==> src/rtl/event_fifo_arbiter_pkg.sv <==
// Shared types and constants for the event FIFO arbiter and its round-robin picker.
package event_fifo_arbiter_pkg;

  localparam int DEFAULT_DATA_W  = 128;
  localparam int DEFAULT_NUM_SRC = 4;

  typedef enum logic [1:0] {
    IDLE    = 2'd0,
    READ    = 2'd1,
    CAPTURE = 2'd2,
    HOLD    = 2'd3
  } arb_state_e;

  // Smallest source-index width able to name every source (never below 1).
  function automatic int src_w_for(input int num_src);
    return (num_src <= 2) ? 1 : $clog2(num_src);
  endfunction

endpackage

==> src/rtl/event_fifo_arbiter_rr_pick.sv <==
// Combinational round-robin first-one finder: returns the first requesting index
// at or after i_ptr, wrapping modulo N.
module event_fifo_arbiter_rr_pick
  import event_fifo_arbiter_pkg::*;
#(
  parameter int N     = DEFAULT_NUM_SRC,
  parameter int IDX_W = src_w_for(N)
) (
  input  logic [N-1:0]     i_req,
  input  logic [IDX_W-1:0] i_ptr,
  output logic [IDX_W-1:0] o_grant,
  output logic             o_any_req
);

  logic [N-1:0] w_rot;
  int           w_offset;
  int           w_sum;

  // Rotating the doubled request vector puts index i_ptr at bit 0.
  assign w_rot     = N'({i_req, i_req} >> i_ptr);
  assign o_any_req = |i_req;

  // NOTE: every always_comb output gets a default first so no path leaves it
  // unassigned, which is what would otherwise infer a latch.
  always_comb begin
    w_offset = 0;
    for (int k = N - 1; k >= 0; k--) begin
      if (w_rot[k]) w_offset = k;
    end
    w_sum = int'(i_ptr) + w_offset;
    if (w_sum >= N) w_sum = w_sum - N;
    o_grant = IDX_W'(w_sum);
  end

endmodule

==> src/rtl/event_fifo_arbiter.sv <==
// Round-robin drain of several non-FWFT event FIFOs into one registered,
// source-tagged valid/ready stream with bounded per-source bursts.
module event_fifo_arbiter
  import event_fifo_arbiter_pkg::*;
#(
  parameter int NUM_SRC   = DEFAULT_NUM_SRC,
  parameter int DATA_W    = DEFAULT_DATA_W,
  parameter int SRC_W     = 3,
  parameter int MAX_BURST = 4
) (
  input  logic                      CLK,
  input  logic                      RESET,
  input  logic [NUM_SRC-1:0]        SRC_EMPTY,
  input  logic [NUM_SRC*DATA_W-1:0] SRC_DATA,
  output logic [NUM_SRC-1:0]        SRC_READ,
  output logic [DATA_W-1:0]         OUT_DATA,
  output logic [SRC_W-1:0]          OUT_SRC,
  output logic                      OUT_VALID,
  input  logic                      OUT_READY,
  output logic                      BUSY,
  output logic [31:0]               WORD_COUNT
);

  arb_state_e         r_state;
  arb_state_e         w_next_state;
  logic [SRC_W-1:0]   r_ptr;
  logic [SRC_W-1:0]   r_grant;
  logic [7:0]         r_burst_cnt;
  logic [DATA_W-1:0]  r_out_data;
  logic [SRC_W-1:0]   r_out_src;
  logic               r_out_valid;
  logic [31:0]        r_word_count;

  logic [SRC_W-1:0]   w_pick;
  logic               w_any_req;
  logic [NUM_SRC-1:0] w_grant_oh;
  logic               w_grant_empty;
  logic [DATA_W-1:0]  w_sel_data;
  logic [SRC_W-1:0]   w_next_ptr;
  logic               w_burst_more;
  logic               w_burst_go;

  event_fifo_arbiter_rr_pick #(
    .N     (NUM_SRC),
    .IDX_W (SRC_W)
  ) u_rr_pick (
    .i_req     (~SRC_EMPTY),
    .i_ptr     (r_ptr),
    .o_grant   (w_pick),
    .o_any_req (w_any_req)
  );

  assign w_grant_oh    = NUM_SRC'(1) << r_grant;
  assign w_grant_empty = |(SRC_EMPTY & w_grant_oh);
  assign w_next_ptr    = (r_grant == SRC_W'(NUM_SRC - 1)) ? '0 : r_grant + SRC_W'(1);
  assign w_burst_more  = ({1'b0, r_burst_cnt} + 9'd1) < 9'(MAX_BURST);
  assign w_burst_go    = w_burst_more && !w_grant_empty;

  always_comb begin
    w_sel_data = '0;
    for (int i = 0; i < NUM_SRC; i++) begin
      if (w_grant_oh[i]) w_sel_data = SRC_DATA[i*DATA_W +: DATA_W];
    end
  end

  // A read is only issued against a source that is still non-empty.
  assign SRC_READ   = (r_state == READ && !w_grant_empty) ? w_grant_oh : '0;
  assign OUT_DATA   = r_out_data;
  assign OUT_SRC    = r_out_src;
  assign OUT_VALID  = r_out_valid;
  assign BUSY       = (r_state != IDLE);
  assign WORD_COUNT = r_word_count;

  // NOTE: sequential state uses non-blocking assignments so every register
  // samples pre-edge values, independent of process ordering.
  always_ff @(posedge CLK or posedge RESET) begin
    if (RESET) r_state <= IDLE;
    else       r_state <= w_next_state;
  end

  always_comb begin
    w_next_state = r_state;
    case (r_state)
      IDLE:    if (w_any_req) w_next_state = READ;
      READ:    w_next_state = w_grant_empty ? IDLE : CAPTURE;
      CAPTURE: w_next_state = HOLD;
      HOLD:    if (OUT_READY) w_next_state = w_burst_go ? READ : IDLE;
      default: w_next_state = IDLE;
    endcase
  end

  always_ff @(posedge CLK or posedge RESET) begin
    if (RESET) begin
      r_ptr        <= '0;
      r_grant      <= '0;
      r_burst_cnt  <= '0;
      r_out_data   <= '0;
      r_out_src    <= '0;
      r_out_valid  <= 1'b0;
      r_word_count <= '0;
    end else begin
      case (r_state)
        IDLE: begin
          if (w_any_req) begin
            r_grant     <= w_pick;
            r_burst_cnt <= '0;
          end
        end
        READ: begin
          if (w_grant_empty) r_ptr <= w_next_ptr;
        end
        CAPTURE: begin
          r_out_data  <= w_sel_data;
          r_out_src   <= r_grant;
          r_out_valid <= 1'b1;
        end
        HOLD: begin
          // Source emptiness is only consulted here, at the burst-continue decision.
          if (OUT_READY) begin
            r_out_valid  <= 1'b0;
            r_word_count <= r_word_count + 32'd1;
            r_burst_cnt  <= r_burst_cnt + 8'd1;
            if (!w_burst_go) r_ptr <= w_next_ptr;
          end
        end
        default: ;
      endcase
    end
  end

endmodule

==> config.mk <==
export PLATFORM = sky130hd
export DESIGN_NAME = event_fifo_arbiter
export DESIGN_NICKNAME = d
export VERILOG_FILES = /design/src/rtl/event_fifo_arbiter_pkg.sv /design/src/rtl/event_fifo_arbiter_rr_pick.sv /design/src/rtl/event_fifo_arbiter.sv
export SDC_FILE = /design/constraint.sdc
export NUM_CORES = 1
export LEC_CHECK = 0
export ABC_AREA = 0
export CORE_AREA = 8 8 264 266
export CTS_BUF_LIST = sky130_fd_sc_hd__clkbuf_8
export CTS_CLUSTER_SIZE = 30
export DETAILED_ROUTE_END_ITERATION = 7
export DIE_AREA = 0 0 272 274
export GPL_ROUTABILITY_DRIVEN = 0
export PLACE_DENSITY = 0.44
export SLEW_MARGIN = 5
export SYNTH_ARGS = -nofsm -noshare
export SYNTH_HDL_FRONTEND = slang
export SYNTH_SLANG_ARGS = --single-unit
==> constraint.sdc <==
create_clock -name CLK -period 5 [get_ports CLK]
set_input_delay 0.5 -clock CLK [delete_from_list [all_inputs] [get_ports CLK]]
set_output_delay 0.5 -clock CLK [all_outputs]
set_load 0.01 [all_outputs]
==> results.toml, run 1 <==
[status]
status = "completed"

[pwr]
p_leak_nw = 7.23
p_total_w = 0.00909
powerDensity_nw_per_um2 = 467
vdd_ir_drop_max_mv = 0.341

[synth]
syn_nets = 1949
synthDominantCellAreaShare_pct = 39.7
synth_edf_count = 0
synth_seq_cells = 180
synth-warning-count = 0
synthArstFlopShare_pct = 100
synth_cell_types = 46
syn_avg_cell_area_um2 = 7.99
synthesis.area_um2 = 11400
synth_area_leaders = "dfrtp_1 (40%), a21oi_1 (12%), a22o_1 (10%), nand2_1 (9.6%), nand3b_1 (8.5%)"
ys_seq_area_share_pct = 39.7
netlist_instances = 1421
yosys.area.top_type = "dfrtp_1"
synthFlopType = "dfrtp_1"

[detailed_routing]
drtAntennaViolNets = 0
drc = 0
drt-total-wl_mm = 67.7
dr.pass1.iters = 5
via_per_inst = 4.50
vias = 13000
wire_per_inst_um = 23.4
drt_first_iter_violations = 699

[timing]
final-hold-violation-count = 0
tns_ns = 0
max_slew_margin_pct = 35.7
worstMarginPinSlew_ns = 0.965
finalCriticalPeriod_ns = 3.60
hold-worst-slack_ns = 0.466
setup_viol = 0
fin_crit_sh_pct = 72.1
fmax_ghz = 0.277
maxSlewViolCount = 0
finClkSkew_ns = 0.0261
rsz0062_at_grt = "false"

[die]
dieArea_um2 = 74500
row_count = 94
die_x_um = 272
die_y_um = 274
initial_core_util_pct = 17.4
coreArea_um2 = 65300
pin_count = 688

[run]
drv_cap = 0

[layout]
areaGrowthSynthToFinish_pct = 71.4
mostFrequentLayoutCells = "clkdlybuf4s50_1 (687), nand2_1 (290), a21oi_1 (262)"
layout_commonest_cell = "clkdlybuf4s50_1"
multi_input_area_um2 = 6360
nFillCells = 6915
regArea_um2 = 4500
drive_gt1_share_pct = 3.27
final_nets = 2535

[clock_network]
cts_root_buffer = "clkbuf_8"
cts_hold_repair.buffers = 0
cts_setup_buffers = 0
cts_sinks = 180
cts-resized-gates = 0
cts_buffers = 17
cts_tree = "yes"
clk-insertion-delay-late_ns = 0.57
path_clk_slew_ns = 0.11
ctsHtreeMaxLevel = 4
cts_buffer_depth = 2

[grt]
grt_pass1_vias = 13500
grt_max_degree = 140
grt_antenna_before_repair = 9
grt_pass1_wl_mm = 96.4
grtUsageTotal_pct = 17.2
overflow = 0

[critical_path]
endpoint_kind = "output port"
cp-start-kind = "flop"
worstPathRequired_ns = 4.50
critPathKind = "flop to output port"
crit_fanout = 51
cp.arrival_ns = 3.10

[placement]
dp_hpwl_mm = 51.4
portBuffers = 687

[hold_path]
hp-class = "primary input to asynchronous set/reset pin"
==> path summary, 6_finish.rpt <==
kind	startpoint	end	slack (ns)	cells past startpoint
worst max-delay path	r_grant[0]$_DFFE_PP0P_	SRC_READ[2]	1.40	6
worst min-delay path	RESET	OUT_DATA[127]$_DFFE_PP0P_	0.47	3
worst max register to register	r_grant[0]$_DFFE_PP0P_	OUT_DATA[2]$_DFFE_PP0P_	1.96	8
worst min register to register	WORD_COUNT[31]$_DFFE_PP0P_	WORD_COUNT[31]$_DFFE_PP0P_	0.50	1
max in group asynchronous	RESET	OUT_DATA[58]$_DFFE_PP0P_	3.40	4
min in group CLK	WORD_COUNT[31]$_DFFE_PP0P_	WORD_COUNT[31]$_DFFE_PP0P_	0.50	1
==> cells by family (layout without fill, tap and decap cells) <==
group,after synthesis,in the layout,synth area share (%)
compound gates,555,555,29.2
xor+xnor,34,34,2.62
fa+ha+maj,9,9,1.06
buf+inv,147,746,4.94
flops,180,180,39.7
mux,4,4,0.485
other cells,0,5,0
simple gates,492,492,22.1
==> layer usage <==
layer / global-route usage (%) / vias up / wire length [um]
met4: 4.55 / 4 / 1140
met1: 20.0 / 6195 / 27200
met3: 5.71 / 42 / 5490
met2: 30.1 / 532 / 33900
li1: - / 6241 / -
met5: 0 / - / 27
==> worst max-delay path: stages (launching register included) <==
cell and delay [ns]:
dfrtp_1 0.50, inv_1 0.20, ha_4 0.41, a22o_1 0.35
nor3_1 0.36, and2_1 0.18, clkdlybuf4s50_1 0.55
==> power by group <==
group          internal (W)  switching, W
registers           0.00192      0.000354
logic               0.00245       0.00321
clock network      0.000466      0.000674
total               0.00484       0.00424
==> state kept, by name (all words and copies together), names as in the netlist, named ones only <==
register / flops
OUT_DATA: 128
r_grant: 3
r_state: 1
OUT_SRC: 3
WORD_COUNT: 32
r_burst_cnt: 8
r_ptr: 3
OUT_VALID: 1
==> area by class of cell <==
class,count,share of cell area [%]
Multi-Input combinational cell,1094,32.7
Tap cell,864,5.55
Clock buffer,17,1.20
Sequential cell,180,23.1
Clock inverter,15,0.964
Inverter,11,0.231
Antenna cell,5,0.0643
Timing Repair Buffer,703,36.2
==> synthesized netlist by cell type (2+ instances only) <==
| master | number |
|---|---|
| nor3_1 | 4 |
| xor2_1 | 7 |
| ha_1 | 8 |
| a22o_1 | 130 |
| o21ai_0 | 149 |
| buf_1 | 28 |
| o211ai_1 | 2 |
| clkbuf_1 | 106 |
| xnor2_1 | 27 |
| nand2b_1 | 2 |
| nand3_1 | 11 |
| dfrtp_1 | 180 |
| nor2_1 | 16 |
| inv_1 | 11 |
| mux2_4 | 3 |
| and2_1 | 6 |
| and3_1 | 5 |
| and3_4 | 2 |
| a21oi_1 | 262 |
| nand2_1 | 290 |
| and4_1 | 6 |
| nand4_1 | 12 |
| nand3b_1 | 128 |
| nor3b_1 | 2 |
| a31oi_1 | 3 |
==> per-stage QoR <==
stage,std cells,setup WS (ns),utilization [%],instance area (um2)
after floorplan,1421,2.19,-,11400
after global placement,2852,1.96,29.2,19000
after detailed placement,2852,1.90,29.2,19000
after CTS,2884,1.28,29.8,19500
after global routing,2887,1.17,29.8,19500
final,2889,1.40,29.8,19500
Power figures use the tool's default switching activity.
==> run 2, diff against run 1 <==
--- a/config.mk
+++ b/config.mk
@@ -12,7 +12,7 @@
 export DETAILED_ROUTE_END_ITERATION = 7
 export DIE_AREA = 0 0 272 274
 export GPL_ROUTABILITY_DRIVEN = 0
-export PLACE_DENSITY = 0.44
+export PLACE_DENSITY = 0.43
 export SLEW_MARGIN = 5
 export SYNTH_ARGS = -nofsm -noshare
 export SYNTH_HDL_FRONTEND = slang
==> constraint.sdc (replaced) <==
create_clock -name CLK -period 3.62 [get_ports CLK]
set_input_delay 0.362 -clock CLK [delete_from_list [all_inputs] [get_ports CLK]]
set_output_delay 0.362 -clock CLK [all_outputs]
set_load 0.01 [all_outputs]
==> results.toml, run 2 (same netlist as run 1, synthesis figures left out) <==
[layout]
final_area_um2 = 19600
drive_gt1_share_pct = 3.27
fin_cells = 2897
mostFrequentLayoutCells = "clkdlybuf4s50_1 (687), nand2_1 (290), a21oi_1 (262)"
layout_commonest_cell = "clkdlybuf4s50_1"
final_nets = 2535
largest_register_ffs = 128
areaGrowthSynthToFinish_pct = 72.4

[detailed_routing]
drt-total-wl_mm = 67.2
vias = 13100
via_per_inst = 4.53
wire_per_inst_um = 23.2
dr.pass1.iters = 5
drt_first_iter_violations = 579
drc = 0
drtAntennaViolNets = 0

[grt]
grt_antenna_before_repair = 21
grtUsageTotal_pct = 17.1
grt_pass1_vias = 13500
grt_pass1_wl_mm = 95.7
overflow = 0
grt_max_degree = 141

[placement]
dp_hpwl_mm = 50.8
place_area_um2 = 19100
portBuffers = 687
dp.cells = 2852

[pwr]
p_leak_nw = 7.27
swShare_pct = 45.8
internal_power_w = 0.00689
seqPwrFrac_pct = 24.5
powerDensity_nw_per_um2 = 650
p_comb_share_pct = 61.8
p_sw_w = 0.00583
vdd_ir_drop_max_mv = 0.358
clkPwrFrac_pct = 13.6

[timing]
worstMarginPinSlew_ns = 0.995
max_slew_margin_pct = 33.7
setup_viol = 0
maxSlewViolCount = 0
finClkSkew_ns = 0.0318
fmax_ghz = 0.298
tns_ns = 0
fin_crit_sh_pct = 92.8
final-hold-violation-count = 0
finalCriticalPeriod_ns = 3.36
rsz0062_at_grt = "false"

[die]
row_count = 94
coreArea_um2 = 65300
pin_count = 688
die_y_um = 274
dieArea_um2 = 74500
initial_core_util_pct = 17.4
die_x_um = 272

[clock_network]
cts_buffer_depth = 2
clk-insertion-delay-late_ns = 0.57
cts_root_buffer = "clkbuf_8"
cts_sinks = 180
ctsHtreeMaxLevel = 4
cts_hold_repair.buffers = 0
cts_buffers = 17
cts-resized-gates = 0
cts_setup_buffers = 0
cts_tree = "yes"
path_clk_slew_ns = 0.11

[critical_path]
endpoint_kind = "output port"
critPathKind = "flop to output port"
rr_worst_depth = 6
worstReg2RegEnd = "OUT_DATA[100]$_DFFE_PP0P_"
cp.arrival_ns = 3.00
cp-start-kind = "flop"
r2r_start = "r_grant[0]$_DFFE_PP0P_"
r2r_slack_ns = 0.75
crit_fanout = 57
worstPathRequired_ns = 3.26

[status]
status = "completed"

[hold_path]
hp-class = "primary input to asynchronous set/reset pin"

[run]
drv_cap = 0
==> run 2: changes by cell type in the layout (fill, tap and decap cells not counted) <==
| cell | change |
|---|---|
| diode_2 | +8 |
| buf_12 | +4 |
| buf_4 | -4 |
| bufinv_16 | +2 |
| clkinv_4 | -2 |
| inv_6 | -2 |
| clkbuf_8 | +1 |
| clkinv_8 | -1 |
| clkinvlp_4 | +1 |
| inv_8 | +1 |
==> run 2: layout make-up <==
| cell class | count | area (um2) |
|---|---|---|
| fillers | 6943 | 45700 |
| repair buffers | 703 | 7100 |
| multi-input cells | 1094 | 6360 |
| flip-flops and latches | 180 | 4500 |
| well taps | 864 | 1080 |
| clock buffers | 18 | 248 |
| clock inverters | 14 | 215 |
| inverters | 11 | 45.0 |
| diodes | 13 | 32.5 |
==> run 2: power groups by stage <==
| stage | clock [W] | combinational [W] | sequential [W] |
|---|---|---|---|
| after detailed placement | 0 | 0.00801 | 0.00314 |
| after floorplan | 0 | 0.00409 | 0.00333 |
| final | 0.00174 | 0.00786 | 0.00312 |
| after global placement | 0 | 0.00800 | 0.00314 |
| after global routing | 0.00189 | 0.00859 | 0.00322 |
| after CTS | 0.00184 | 0.00803 | 0.00313 |
==> run 2: worst max-delay path by stage <==
stage | from | to | slack [ns] | depth (start not counted)
after floorplan | RESET | OUT_DATA[0]$_DFFE_PP0P_ | 0.95 | 1
after global placement | r_grant[0]$_DFFE_PP0P_ | OUT_DATA[100]$_DFFE_PP0P_ | 0.72 | 6
after detailed placement | r_grant[0]$_DFFE_PP0P_ | OUT_DATA[100]$_DFFE_PP0P_ | 0.67 | 6
after CTS | r_grant[0]$_DFFE_PP0P_ | SRC_READ[3] | 0.14 | 6
after global routing | r_grant[0]$_DFFE_PP0P_ | SRC_READ[2] | 0.03 | 6
final | r_grant[0]$_DFFE_PP0P_ | SRC_READ[3] | 0.26 | 6
==> run 2: metal layers <==
metal	GRT usage (%)	wire, um	vias up	share of wire (%)
li1	-	-	6244	-
met1	19.6	26700	6259	40
met2	29.3	33000	549	49
met3	6.21	5650	63	8.4
met4	5.76	1780	12	2.6
met5	0	81	-	0.12
==> run 2: metrics by stage <==
| stage | total power, W | utilization, % | setup WS [ns] | hold WS, ns |
|---|---|---|---|---|
| final | 0.0127 | 30.0 | 0.260 | 0.159 |
| after floorplan | 0.00742 | - | 0.949 | 0.474 |
| after detailed placement | 0.0112 | 29.2 | 0.672 | 0.469 |
| after global routing | 0.0137 | 30.0 | 0.0306 | 0.117 |
| after global placement | 0.0111 | 29.2 | 0.719 | 0.467 |
| after CTS | 0.0130 | 29.9 | 0.143 | 0.0939 |
==> run 2: worst max-delay path: stages, from the launching register on <==
cell	delay, ns
dfrtp_1	0.49
inv_1	0.19
ha_4	0.39
a22o_1	0.28
nor3_1	0.37
and2_1	0.19
clkdlybuf4s50_1	0.54
==> run 3, diff against run 2 <==
==> constraint.sdc (replaced) <==
create_clock -name CLK -period 4.05 [get_ports CLK]
set_input_delay 0.405 -clock CLK [delete_from_list [all_inputs] [get_ports CLK]]
set_output_delay 0.405 -clock CLK [all_outputs]
set_load 0.01 [all_outputs]
==> results.toml, run 3 (same netlist as run 1, synthesis figures left out) <==
[layout]
nFillCells = 6946
final_nets = 2536
areaGrowthSynthToFinish_pct = 71.6
regArea_um2 = 4500
fin_util_pct = 29.8
largest_register_ffs = 128
mostFrequentLayoutCells = "clkdlybuf4s50_1 (687), nand2_1 (290), a21oi_1 (262)"
multi_input_area_um2 = 6360
drive_gt1_share_pct = 3.22
fin_cells = 2891
layout_commonest_cell = "clkdlybuf4s50_1"

[pwr]
powerDensity_nw_per_um2 = 572
vdd_ir_drop_max_mv = 0.324
p_leak_nw = 7.24

[placement]
dp.cells = 2853
portBuffers = 687
dp_hpwl_mm = 51.4

[timing]
max_slew_margin_pct = 30.0
fin_crit_sh_pct = 86.3
fmax_ghz = 0.286
tns_ns = 0
rsz0062_at_grt = "false"
hold-worst-slack_ns = 0.242
finClkSkew_ns = 0.0263
setup_viol = 0
maxSlewViolCount = 0
final-hold-violation-count = 0
finalCriticalPeriod_ns = 3.49
worstMarginPinSlew_ns = 1.05

[critical_path]
path_cells = "inv_1 -> ha_4 -> a22o_1 -> nor3_1 -> and2_1 -> clkdlybuf4s50_1"
crit_fanout = 74
cp-start-kind = "flop"
cp_slowest_stage_delay_ns = 0.54
crit_family = "buffers and inverters"
critPathKind = "flop to output port"
cp.arrival_ns = 3.09
cp_slowest_cell = "clkdlybuf4s50_1"
r2r_slack_ns = 1.19
endpoint_kind = "output port"
worstPathRequired_ns = 3.64
crit_buf_inv = 2

[status]
status = "completed"

[grt]
grt_pass1_wl_mm = 95.4
overflow = 0
grt_pass1_vias = 13600
grt_antenna_before_repair = 14
grt_max_degree = 134
grtUsageTotal_pct = 17.1

[clock_network]
cts_buffer_depth = 2
cts_tree = "yes"
cts-resized-gates = 0
cts_setup_buffers = 0
cts_sinks = 180
ctsHtreeMaxLevel = 4
path_clk_slew_ns = 0.11
cts_root_buffer = "clkbuf_8"
cts_buffers = 17
cts_hold_repair.buffers = 0
clk-insertion-delay-late_ns = 0.56

[hold_path]
hp-class = "primary input to asynchronous set/reset pin"

[die]
initial_core_util_pct = 17.4
row_count = 94
pin_count = 688
dieArea_um2 = 74500
die_x_um = 272
coreArea_um2 = 65300
die_y_um = 274

[detailed_routing]
drt_first_iter_violations = 601
dr_wl_met2_mm = 34.0
via_per_inst = 4.51
route.met3.wl_mm = 5.64
drt-total-wl_mm = 67.1
wl_met1_mm = 26.0
vias = 13000
drtAntennaViolNets = 0
routed.top_layer = "met5"
dr.pass1.iters = 4
drc = 0
wire_per_inst_um = 23.2

[run]
drv_cap = 0
-- run 3: worst paths after layout --
path / from / endpoint / cells after the start
setup / recovery: r_grant[0]$_DFFE_PP0P_ / SRC_READ[1] / 6
hold / removal: RESET / OUT_DATA[77]$_DFFE_PP0P_ / 2
setup reg to reg: r_grant[0]$_DFFE_PP0P_ / OUT_DATA[100]$_DFFE_PP0P_ / 6
hold reg to reg: OUT_SRC[1]$_DFFE_PP0P_ / OUT_SRC[1]$_DFFE_PP0P_ / 2
max in group asynchronous: RESET / OUT_DATA[27]$_DFFE_PP0P_ / 3
min in group CLK: OUT_SRC[1]$_DFFE_PP0P_ / OUT_SRC[1]$_DFFE_PP0P_ / 2
-- run 3: power breakdown --
group / internal, W / total (W) / switching [W]
registers: 0.00238 / 0.00278 / 0.000406
logic: 0.00307 / 0.00703 / 0.00397
clock network: 0.000552 / 0.00132 / 0.000770
-- run 3: metrics by stage --
step           power (W)  setup slack [ns]  cell area [um2]
3_5_place_dp      0.0100             0.998            19100
4_1_cts           0.0114             0.357            19500
5_1_grt           0.0120             0.269            19500
3_3_place_gp     0.00999              1.05            19100
2_1_floorplan    0.00663              1.34            11400
6_report          0.0111             0.556            19500
-- run 3: cell type report --
class,count,share of cell area [%]
tap,864,5.55
multi-input combinational,1094,32.6
clock inverter,11,0.514
antenna,6,0.0771
inverter,11,0.231
clock buffer,21,1.48
sequential,180,23.1
timing repair buffer,704,36.4
-- run 3: metal layers --
metal	global-route usage [%]	vias up
li1	-	6248
met1	18.9	6195
met2	30.5	508
met3	6.37	65
met4	4.93	12
met5	0	-
